**config.mk**
```make
export PLATFORM = sky130hd
export DESIGN_NAME = ram_host_port
export DESIGN_NICKNAME = d
export VERILOG_FILES = /design/src/rtl/ram_host_port.sv
export SDC_FILE = /design/constraint.sdc
export NUM_CORES = 1
export LEC_CHECK = 0
export CORE_AREA = 3 3 185 187
export DETAILED_ROUTE_END_ITERATION = 7
export DIE_AREA = 0 0 188 190
export HOLD_SLACK_MARGIN = 0.12
export PLACE_DENSITY = 0.69
export SKIP_CTS_REPAIR_TIMING = 1
export SYNTH_ARGS = -nofsm -noshare
export SYNTH_HDL_FRONTEND = slang
export SYNTH_SLANG_ARGS = --single-unit
```
**constraint.sdc**
```tcl
create_clock -name clk -period 1.3 [get_ports clk]
set_input_delay 0.195 -clock clk [delete_from_list [all_inputs] [get_ports clk]]
set_output_delay 0.195 -clock clk [all_outputs]
set_load 0.05 [all_outputs]
```
**src/rtl/ram_host_port.sv**
```systemverilog
// Host-side loader/unloader for one port of the shared operand RAM: packs BUS-bit beats into DATA-bit words and back.
// Define RAM_HOST_PORT_READBACK_EN to build the read (unload) path; otherwise read commands are accepted and dropped.
module ram_host_port #(
  parameter int DATA = 198,
  parameter int ADDR = 6,
  parameter int BUS  = 32
) (
  input  logic            clk,
  input  logic            reset,
  input  logic            cmd_valid,
  output logic            cmd_ready,
  input  logic            cmd_wr,
  input  logic [ADDR-1:0] cmd_addr,
  input  logic            in_valid,
  output logic            in_ready,
  input  logic [BUS-1:0]  in_data,
  output logic            out_valid,
  input  logic            out_ready,
  output logic [BUS-1:0]  out_data,
  output logic            out_last,
  output logic            ram_wr,
  output logic [ADDR-1:0] ram_addr,
  output logic [DATA-1:0] ram_din,
  input  logic [DATA-1:0] ram_dout,
  output logic            busy
);

  localparam int BEATS = (DATA + BUS - 1) / BUS;
  localparam int SRW   = BEATS * BUS;
  localparam int CW    = (BEATS > 1) ? $clog2(BEATS) : 1;

  typedef enum logic [2:0] {IDLE, LOAD, WRITE, READ, CAPT, SEND} state_t;

  state_t          state, state_next;
  logic [SRW-1:0]  sr;
  logic [CW-1:0]   cnt;
  logic [ADDR-1:0] addr_q;
  logic            cmd_accept, in_accept, beat_accept, last_beat;

  assign cmd_ready  = (state == IDLE);
  assign in_ready   = (state == LOAD);
  assign busy       = (state != IDLE);
  assign cmd_accept = cmd_valid && cmd_ready;
  assign in_accept  = in_valid && in_ready;
  assign last_beat  = (cnt == CW'(BEATS - 1));

  // Gated by reset so a reset landing on the WRITE cycle never reaches the RAM.
  assign ram_wr   = (state == WRITE) && !reset;
  assign ram_addr = addr_q;
  assign ram_din  = sr[DATA-1:0];

`ifdef RAM_HOST_PORT_READBACK_EN
  logic out_accept;

  assign out_valid   = (state == SEND);
  assign out_accept  = out_valid && out_ready;
  assign out_data    = out_valid ? sr[BUS-1:0] : '0;
  assign out_last    = out_valid && last_beat;
  assign beat_accept = in_accept || out_accept;
`else
  logic unused_read_path;

  assign out_valid        = 1'b0;
  assign out_data         = '0;
  assign out_last         = 1'b0;
  assign beat_accept      = in_accept;
  assign unused_read_path = out_ready ^ (^ram_dout);
`endif

  // NOTE: sequential state uses non-blocking (<=) so every register samples pre-edge values.
  always_ff @(posedge clk) begin
    if (reset) begin
      state  <= IDLE;
      sr     <= '0;
      cnt    <= '0;
      addr_q <= '0;
    end else begin
      state <= state_next;
      if (cmd_accept)
        addr_q <= cmd_addr;

      if (cmd_accept)
        cnt <= '0;
      else if (beat_accept)
        cnt <= last_beat ? '0 : cnt + 1'b1;

      // Beats enter at the top, so the first beat ends up least significant.
      if (in_accept)
        sr <= {in_data, sr[SRW-1:BUS]};
`ifdef RAM_HOST_PORT_READBACK_EN
      else if (state == CAPT)
        sr <= SRW'(ram_dout);
      else if (out_accept)
        sr <= sr >> BUS;
`endif
    end
  end

  // NOTE: state_next gets a default before the case so no path leaves it unassigned (no latch).
  always_comb begin
    state_next = state;
    case (state)
      IDLE: begin
        if (cmd_valid) begin
          if (cmd_wr)
            state_next = LOAD;
`ifdef RAM_HOST_PORT_READBACK_EN
          else
            state_next = READ;
`endif
        end
      end
      LOAD:    if (in_accept && last_beat) state_next = WRITE;
      WRITE:   state_next = IDLE;
`ifdef RAM_HOST_PORT_READBACK_EN
      READ:    state_next = CAPT;
      CAPT:    state_next = SEND;
      SEND:    if (out_accept && last_beat) state_next = IDLE;
`endif
      default: state_next = IDLE;
    endcase
  end

endmodule
```
==> reports/qor.txt <==
post-synthesis sequential area ratio: 0.471
Area Growth Syn to Fin: 61.1%
P_leak: 6.22 nW
post-synth top area share: 0.471
Critical Path End Type: flop
Synth Instances: 1252
routability cong.: 0.784
input/output buffers: 250
storage element area: 0.00495 mm²
CTS sink count: 235
fmax: 646 MHz
EDFF count, synth: 0
Synth Area per Inst: 7.97 µm²
max_cap viols: 0
gr ovfl total: 0
Worst EP required: 1750 ps
vias in the first global route: 7075
Final setup viols: 237
FF-to-FF path depth: 6
area occupied by multi-input gates: 0.00415 mm²
Peak VDD IR: 0.914 mV
post-place setup slack: -375 ps
Die H: 190 µm
initial antenna violation count: 1
Die Wd: 188 µm
Distinct cells, synth: 23
Worst-path clk slew: 60 ps
final hold vios: 0
TritonCTS clock tree: yes
ratio of cells with drive above 1 in the final layout: 0.503
final WL: 29100 µm
Worst Max-Slew Pin Slew: 708 ps
Hold Path Class: primary input to flop
ranking of synthesized cells by area: dfxtp_1 (47%), buf_4 (19%), nand2_1 (17%)
Layout Nets: 1553
diode count: 0
Cell Area, Placed: 0.0135 mm²
Final Skew: 9.47 ps
PnR worst setup slack: -249 ps
Post-synth top cells: nand2_1 (450), buf_4 (256), dfxtp_1 (235)
Yosys top cell by area: dfxtp_1
Power Dens Cells: 1010 mW/mm²
Synth async-reset ratio: 0
CTS buffer count: 27
worst-path fanout max: 9
failing checks: setup timing
largest net degree at the start of global routing: 53
critical path class: flop to flop
drt wl/cell: 16.4 µm
Clock Latency Late Sink: 520 ps
Initial Util: 0.306
H-tree lvl count: 1
RSZ-0062 raised after global routing: yes
Slew HR: 0.528
Top-Level Pins: 484
Total GRT Usage: 0.136
Clock Path Buffers: 3
Final ANT Viol Nets: 0
Synth Cell Area: 0.00998 mm²
first drt pass iteration count: 4
most instantiated library cell after synthesis: nand2_1
DR vias: 7860
Slew Limit Fails: 0
Ys Warns: 0
Die ar.: 0.0357 mm²
arrival time worst endpoint: 2000 ps
CTS root buffer: clkbuf_16
Iteration-0 DRC Markers: 323
core box area: 0.0326 mm²
top_reg_cell synth: dfxtp_1
Post-Layout Inst Area: 0.0161 mm²
status: finished, violations left
Final period util: 1.19
via/cell ratio: 4.44
worst hold stages: 3
Final HPWL DP: 19000 µm
row cnt: 66
fillers: 2799
drt drc: 0
first-pass GRT wire length: 39600 µm
Yosys reg bits: 235
fin crit period: 1550 ps
crit start category: flop
## power by group
group	switching (mW)	internal (mW)	total (mW)
Sequential	0.0537	7.22	7.27
Clock	2.99	4.57	7.56
Combinational	0.890	0.531	1.42
## layout by cell type, fill, tap and decap left out, types with 2 or more instances in the layout
cell type / count
a21oi_1: 104
a21oi_2: 122
buf_12: 226
buf_16: 3
buf_4: 8
buf_6: 13
buf_8: 6
bufinv_16: 3
clkbuf_1: 7
clkbuf_16: 36
clkbuf_8: 3
clkdlybuf4s50_1: 41
clkinv_2: 4
clkinvlp_4: 2
conb_1: 34
dfxtp_1: 71
dfxtp_2: 148
dfxtp_4: 16
mux2i_1: 6
nand2_1: 380
nand2_2: 6
nand2_4: 64
nand3b_1: 2
nor2_1: 8
## sequential cells by signal, indices dropped and copies added (netlist names)
| signal | flops |
|---|---|
| ram_addr | 6 |
| state | 2 |
| sr | 224 |
| cnt | 3 |
## critical path: stages (launching register included)
cell and delay [ps]:
dfxtp_4 350, buf_6 120, and3b_4 400, buf_12 200, clkbuf_16 190, nand2_1 70
a21oi_1 130
## layout make-up
class | count | share of cell area
clock buffer | 37 | 0.0462
clock inverter | 10 | 0.00833
inverter | 1 | 0.000233
multi-input combinational | 739 | 0.258
sequential | 235 | 0.308
tap | 442 | 0.0344
timing repair buffer | 307 | 0.345
## final timing paths
kind                           to             startpoint  slack [ps]
max reg2reg  sr[128]$_SDFFE_PP0P_  state[1]$_SDFFE_PP0P_        -250
max          sr[128]$_SDFFE_PP0P_  state[1]$_SDFFE_PP0P_        -250
min reg2reg  sr[171]$_SDFFE_PP0P_   sr[203]$_SDFFE_PP0P_         430
min          sr[119]$_SDFFE_PP0P_                  reset         140
## stage by stage
stage          power [mW]  hold slack [ps]   util  setup TNS (ps)  instances
2_1_floorplan        8.25              331      -           -96.6       1285
3_3_place_gp         8.58              435  0.414          -48630       1708
3_5_place_dp         8.59              442  0.414          -58580       1708
4_1_cts              16.2            -61.6  0.441           -5600       1755
5_1_grt              16.8              141  0.493          -58650       1771
6_report             16.3              140  0.493          -42380       1771
## per-layer routing
layer,share of wire,global-route usage,up-vias
li1,-,-,3858
met1,0.42,0.178,3733
met2,0.49,0.221,216
met3,0.056,0.0315,53
met4,0.031,0.0488,0
met5,0,0,-
## logic make-up after synthesis
group	synth area share
AND/OR/NAND/NOR	0.180
buffers and inverters	0.226
flip-flops	0.471
AO/OA/AOI/OAI	0.117
multiplexers	0.00602
other	0.000376
(Power assumes the default switching activity.)
==> edit 1, RTL diff (same flow settings) <==
Encoding of `state_t`: now one-hot (6 bits for 6 states).
--- a/src/rtl/ram_host_port.sv
+++ b/src/rtl/ram_host_port.sv
@@ -29,7 +29,7 @@
   localparam int SRW   = BEATS * BUS;
   localparam int CW    = (BEATS > 1) ? $clog2(BEATS) : 1;
 
-  typedef enum logic [2:0] {IDLE, LOAD, WRITE, READ, CAPT, SEND} state_t;
+  typedef enum logic [5:0] {IDLE = 6'b000001, LOAD = 6'b000010, WRITE = 6'b000100, READ = 6'b001000, CAPT = 6'b010000, SEND = 6'b100000} state_t;
 
   state_t          state, state_next;
   logic [SRW-1:0]  sr;
Formal check against the unedited RTL: same outputs for any inputs over 4 cycles, from zero or initial values and one cycle with reset high; so few cycles prove little.
==> edit 1 against the unedited design <==
Wire length increased by 11%. Area after synthesis increased by 0.50%. Final area increased by 11%. Clock power increased by 4.4%. Sequential cell count increased by 1. Setup slack got worse by 280 ps. The flow still finishes with violations (setup timing). Power decreased by 1.9%. Count of clock-buffer cells in the layout unchanged.
==> edit 1: results (changes against the unedited design) <==
- Status: finished, violations left
- Failing checks: setup timing
- Seq/Total Area, Yosys: 47.11% (about the same)
- Share of cells above drive strength 1: 66.35% (+16 points)
- Post-synthesis cell type count: 23 (unchanged)
- Slowest cell on the critical path: or3b_4
- First-pass GRT wire length: 39.55 mm (-0.16%)
- Routed WL: 32.28 mm (+11%)
- Worst Hold Class: in -> reg
- Setup ws final: -526.8 ps (-277.9 ps)
- Largest net degree at the start of global routing: 106 (+100%)
- DRT Pass-1 Iters: 5 (+1)
- Number of CTS-inserted buffers: 26 (-3.7%)
- IO Port Bufs: 250 (unchanged)
- Setup TNS: -49,230 ps (-6845 ps)
- Setup violations, final: 241 (+1.7%)
- Peak supply drop: 0.8697 mV (-4.9%)
- Static Leak: 8.199 nW (+32%)
- Top cells by area, synth: dfxtp_1, buf_4, nand2_1, a21oi_1, buf_6
- Clk Tree Root Cell: clkbuf_16
- GR Overflow Total: 0 (unchanged)
- CTS Buffer Depth: 3 (unchanged)
- Max reg flops: 224 (unchanged)
- Synth Flop Type: dfxtp_1
- Worst-Skew Late Latency: 530 ps
- Crit Path Max Fanout: 4 (-5)
- Placer Congestion: 0.7775 (-0.79%)
- Dpl ws: -388.6 ps (-13.64 ps)
- Ys Warns: 0 (unchanged)
- H-Tree Depth: 1 (unchanged)
- Initial antenna violation count: 0 (-1)
- Post-synth top cells: nand2_1, buf_4, dfxtp_1, a21oi_1, clkbuf_1
- Maximum clock rate: 0.5474 GHz (-15%)
- CP delay by family, top: simple AND/OR/NAND/NOR gates
- Via count: 8,380 (+6.6%)
- Clock slew at reported path FFs: 60 ps (about the same)
- HPWL Detailed: 18.97 mm (-0.13%)
- Max incr delay on CP: 410 ps
- Vias in the first global route: 7,157 (+1.2%)
- ANT cells: 0 (unchanged)
- DRT iter0 DRCs: 337 (+4.3%)
- Most flop-heavy register: sr
- Arrival time worst endpoint: 1630 ps (-370 ps)
- Post-Route Skew: 4.885 ps (-4.586 ps)
- Ys async rst share: 0% (unchanged)
- Final net count: 1,589 (+2.3%)
- Area of the multi-input gates: 5226 µm² (+26%)
- Max transition margin: 53.45% (+0.62 points)
- FILL cells: 2,486 (-11%)
- GRT Util Overall: 13.44% (-0.17 points)
edit 1: kinds of logic after synthesis:
logic type | share of synthesized area, %
compound gates | 11.71
simple gates | 18.01
mux | 0.5988
buf+inv | 22.53
other cells | 0.03739
flops | 47.11
edit 1: metrics by stage:
stage / area, µm² / instances / hold slack [ps]
global placement: 13700 / 1720 / 435.0
detailed placement: 13700 / 1720 / 442.6
CTS: 14630 / 1765 / -13.24
finish: 17900 / 1806 / 156.3
floorplan: 10190 / 1289 / 329.1
global route: 17900 / 1806 / 139.5
edit 1: power by group:
group / switching, mW / internal [mW]
clock network: 2.94 / 4.95
logic: 0.599 / 0.287
registers: 0.0208 / 7.15
edit 1: worst paths after layout:
path,slack (ps),cells after the start,to,from
max,-530,4,cmd_ready,state[1]$_SDFFE_PP0P_
min,160,3,cnt[1]$_SDFFE_PP0P_,reset
max reg2reg,-280,6,sr[84]$_SDFFE_PP0P_,state[2]$_SDFFE_PP0P_
min reg2reg,450,2,sr[172]$_SDFFE_PP0P_,sr[204]$_SDFFE_PP0P_
edit 1: worst min-delay path, cell delays in order:
cell and delay, ps:
clkbuf_8 180, or2_2 190, nor3_2 50
edit 1: area by class of cell:
cell class,instances,area share [%]
Inverter,2,0.06292
Clock buffer,37,4.377
Sequential cell,236,28.32
Multi-Input combinational cell,742,29.20
Clock inverter,8,0.8180
Timing Repair Buffer,339,34.13
Tap cell,442,3.090
edit 1: routing by layer:
metal  share of wire [%]  wire length [µm]  track usage [%]  up-vias
li1                    -                 -                -     3941
met1                  42             13400            17.99     4108
met2                  50             16270            21.81      260
met3                 4.6              1491            2.819       71
met4                 3.5              1117            4.185        0
met5                   0                 0                0        -
==> edit 2, RTL diff (config.mk and constraints unchanged) <==
Without the edit above. Set the parameter `ADDR` to 3 (it was 6).
--- a/src/rtl/ram_host_port.sv
+++ b/src/rtl/ram_host_port.sv
@@ -2,7 +2,7 @@
 // Define RAM_HOST_PORT_READBACK_EN to build the read (unload) path; otherwise read commands are accepted and dropped.
 module ram_host_port #(
   parameter int DATA = 198,
-  parameter int ADDR = 6,
+  parameter int ADDR = 3,
   parameter int BUS  = 32
 ) (
   input  logic            clk,
Interface: changed (resized cmd_addr and ram_addr); port bits go from 484 to 478. No check against the original RTL was run, so the function may have changed too.
==> edit 2 against the unedited design <==
The flow still finishes with violations (setup timing). First-iteration DRC count shrank 9.9%. Power rose by 1.9%. Sequential cell count down 3. Setup slack worse by 18 ps. Wire length grew 18%. Final area is 18% higher. Area after synthesis rose by 10%. Combinational power is 38% higher. Largest cell class unchanged.
==> edit 2: results (changes against the unedited design) <==
- Setup ws final: -266.8 ps (-17.94 ps)
- Routed WL: 34.43 mm (+18%)
- Clock slew at reported path FFs: 60 ps (about the same)
- Worst R2R Start: state[0]$_SDFFE_PP0P_
- Crit Path Max Fanout: 4 (-5)
- Setup TNS: -35,430 ps (+6954 ps)
- Post-Route Skew: 11.18 ps (+1.706 ps)
- Post-synthesis mux area share: 0.2730% (-0.33 points)
- Max incr delay on CP: 370 ps (-30 ps)
- GRT Util Overall: 13.73% (+0.12 points)
- Setup violations, final: 238 (+0.42%)
- Worst r2r dst: sr[37]$_SDFFE_PP0P_
- Vias/cell: 4.524 (+1.9%)
- Post-Synthesis Cells: 1,242 (-0.80%)
- Static Leak: 7.846 nW (+26%)
- Post-synthesis cell type count: 28 (+22%)
- Placer Congestion: 0.7546 (-3.7%)
- Reg2Reg Depth: 8 (+2)
- Failing checks: setup timing
- DRT iter0 DRCs: 291 (-9.9%)
- Routed length per instance: 18.89 µm (+15%)
- Vias in the first global route: 7,366 (+4.1%)
- HPWL Detailed: 19.50 mm (+2.7%)
- Dpl ws: -329.5 ps (+45.48 ps)
- IO Port Bufs: 244 (-2.4%)
- Largest net degree at the start of global routing: 44 (-17%)
- Status: finished, violations left
- Seq/Total Area, Yosys: 42.22% (-4.9 points)
- Post-synth top cells: nand2_1, buf_4, dfxtp_1, a21oi_2, nand2_2
- First-pass GRT wire length: 40.30 mm (+1.7%)
- Final net count: 1,600 (+3.0%)
- Placed cells: 1,707 (-0.059%)
- Initial antenna violation count: 0 (-1)
- Post-synthesis compound-gate area fraction: 16.67% (+5.0 points)
edit 2: cell types whose count changed after synthesis, sizes merged:
| cell | change |
|---|---|
| nor2 | -3 |
| dfxtp | -3 |
| clkbuf | +1 |
| buf | -2 |
| mux2i | -3 |
edit 2: kinds of logic after synthesis:
kind of cell	count (synthesis)
simple gates	466
compound gates	230
buf+inv	310
other cells	1
flops	232
mux	3
edit 2: how the worst max path moves through the flow:
stage | from | end | slack (ps)
detailed placement | in_valid | sr[195]$_SDFFE_PP0P_ | -330
global route | state[1]$_SDFFE_PP0P_ | ram_wr | -330
CTS | state[1]$_SDFFE_PP0P_ | ram_wr | -380
floorplan | reset | ram_wr | -80
global placement | in_valid | sr[69]$_SDFFE_PP0P_ | -280
finish | state[1]$_SDFFE_PP0P_ | ram_wr | -270
edit 2: per-layer routing:
metal,global-route usage (%),share of wire (%)
met5,0,0
met4,4.242,2.9
met3,2.985,4.7
met2,22.90,51
met1,17.81,42
edit 2: power breakdown:
group,total (mW),leakage (nW),internal (mW),switching (mW)
clock,7.53,0.444,4.51,3.02
sequential,7.08,1.98,7.02,0.0583
combinational,1.96,5.42,0.820,1.14
edit 2: layout make-up:
cell class	count	area, µm²
timing repair buffer	366	6725
sequential	232	5026
tap	442	553.0
multi-input combinational	733	5712
clock buffer	40	814.5
fill	2381	13710
clock inverter	9	76.32
inverter	1	3.754
edit 2: critical path: cells and delay by family (launching register included):
kind                   cells  cell delay [ps]
buffers and inverters      2              300
DFF                        1              370
and+or+nand+nor            1              180
edit 2: through the flow:
stage / area [µm²] / hold slack (ps)
finish: 18910 / 157.4
global route: 18910 / 143.8
CTS: 15280 / -38.97
detailed placement: 14390 / 445.2
global placement: 14390 / 438.3
floorplan: 11140 / 331.0
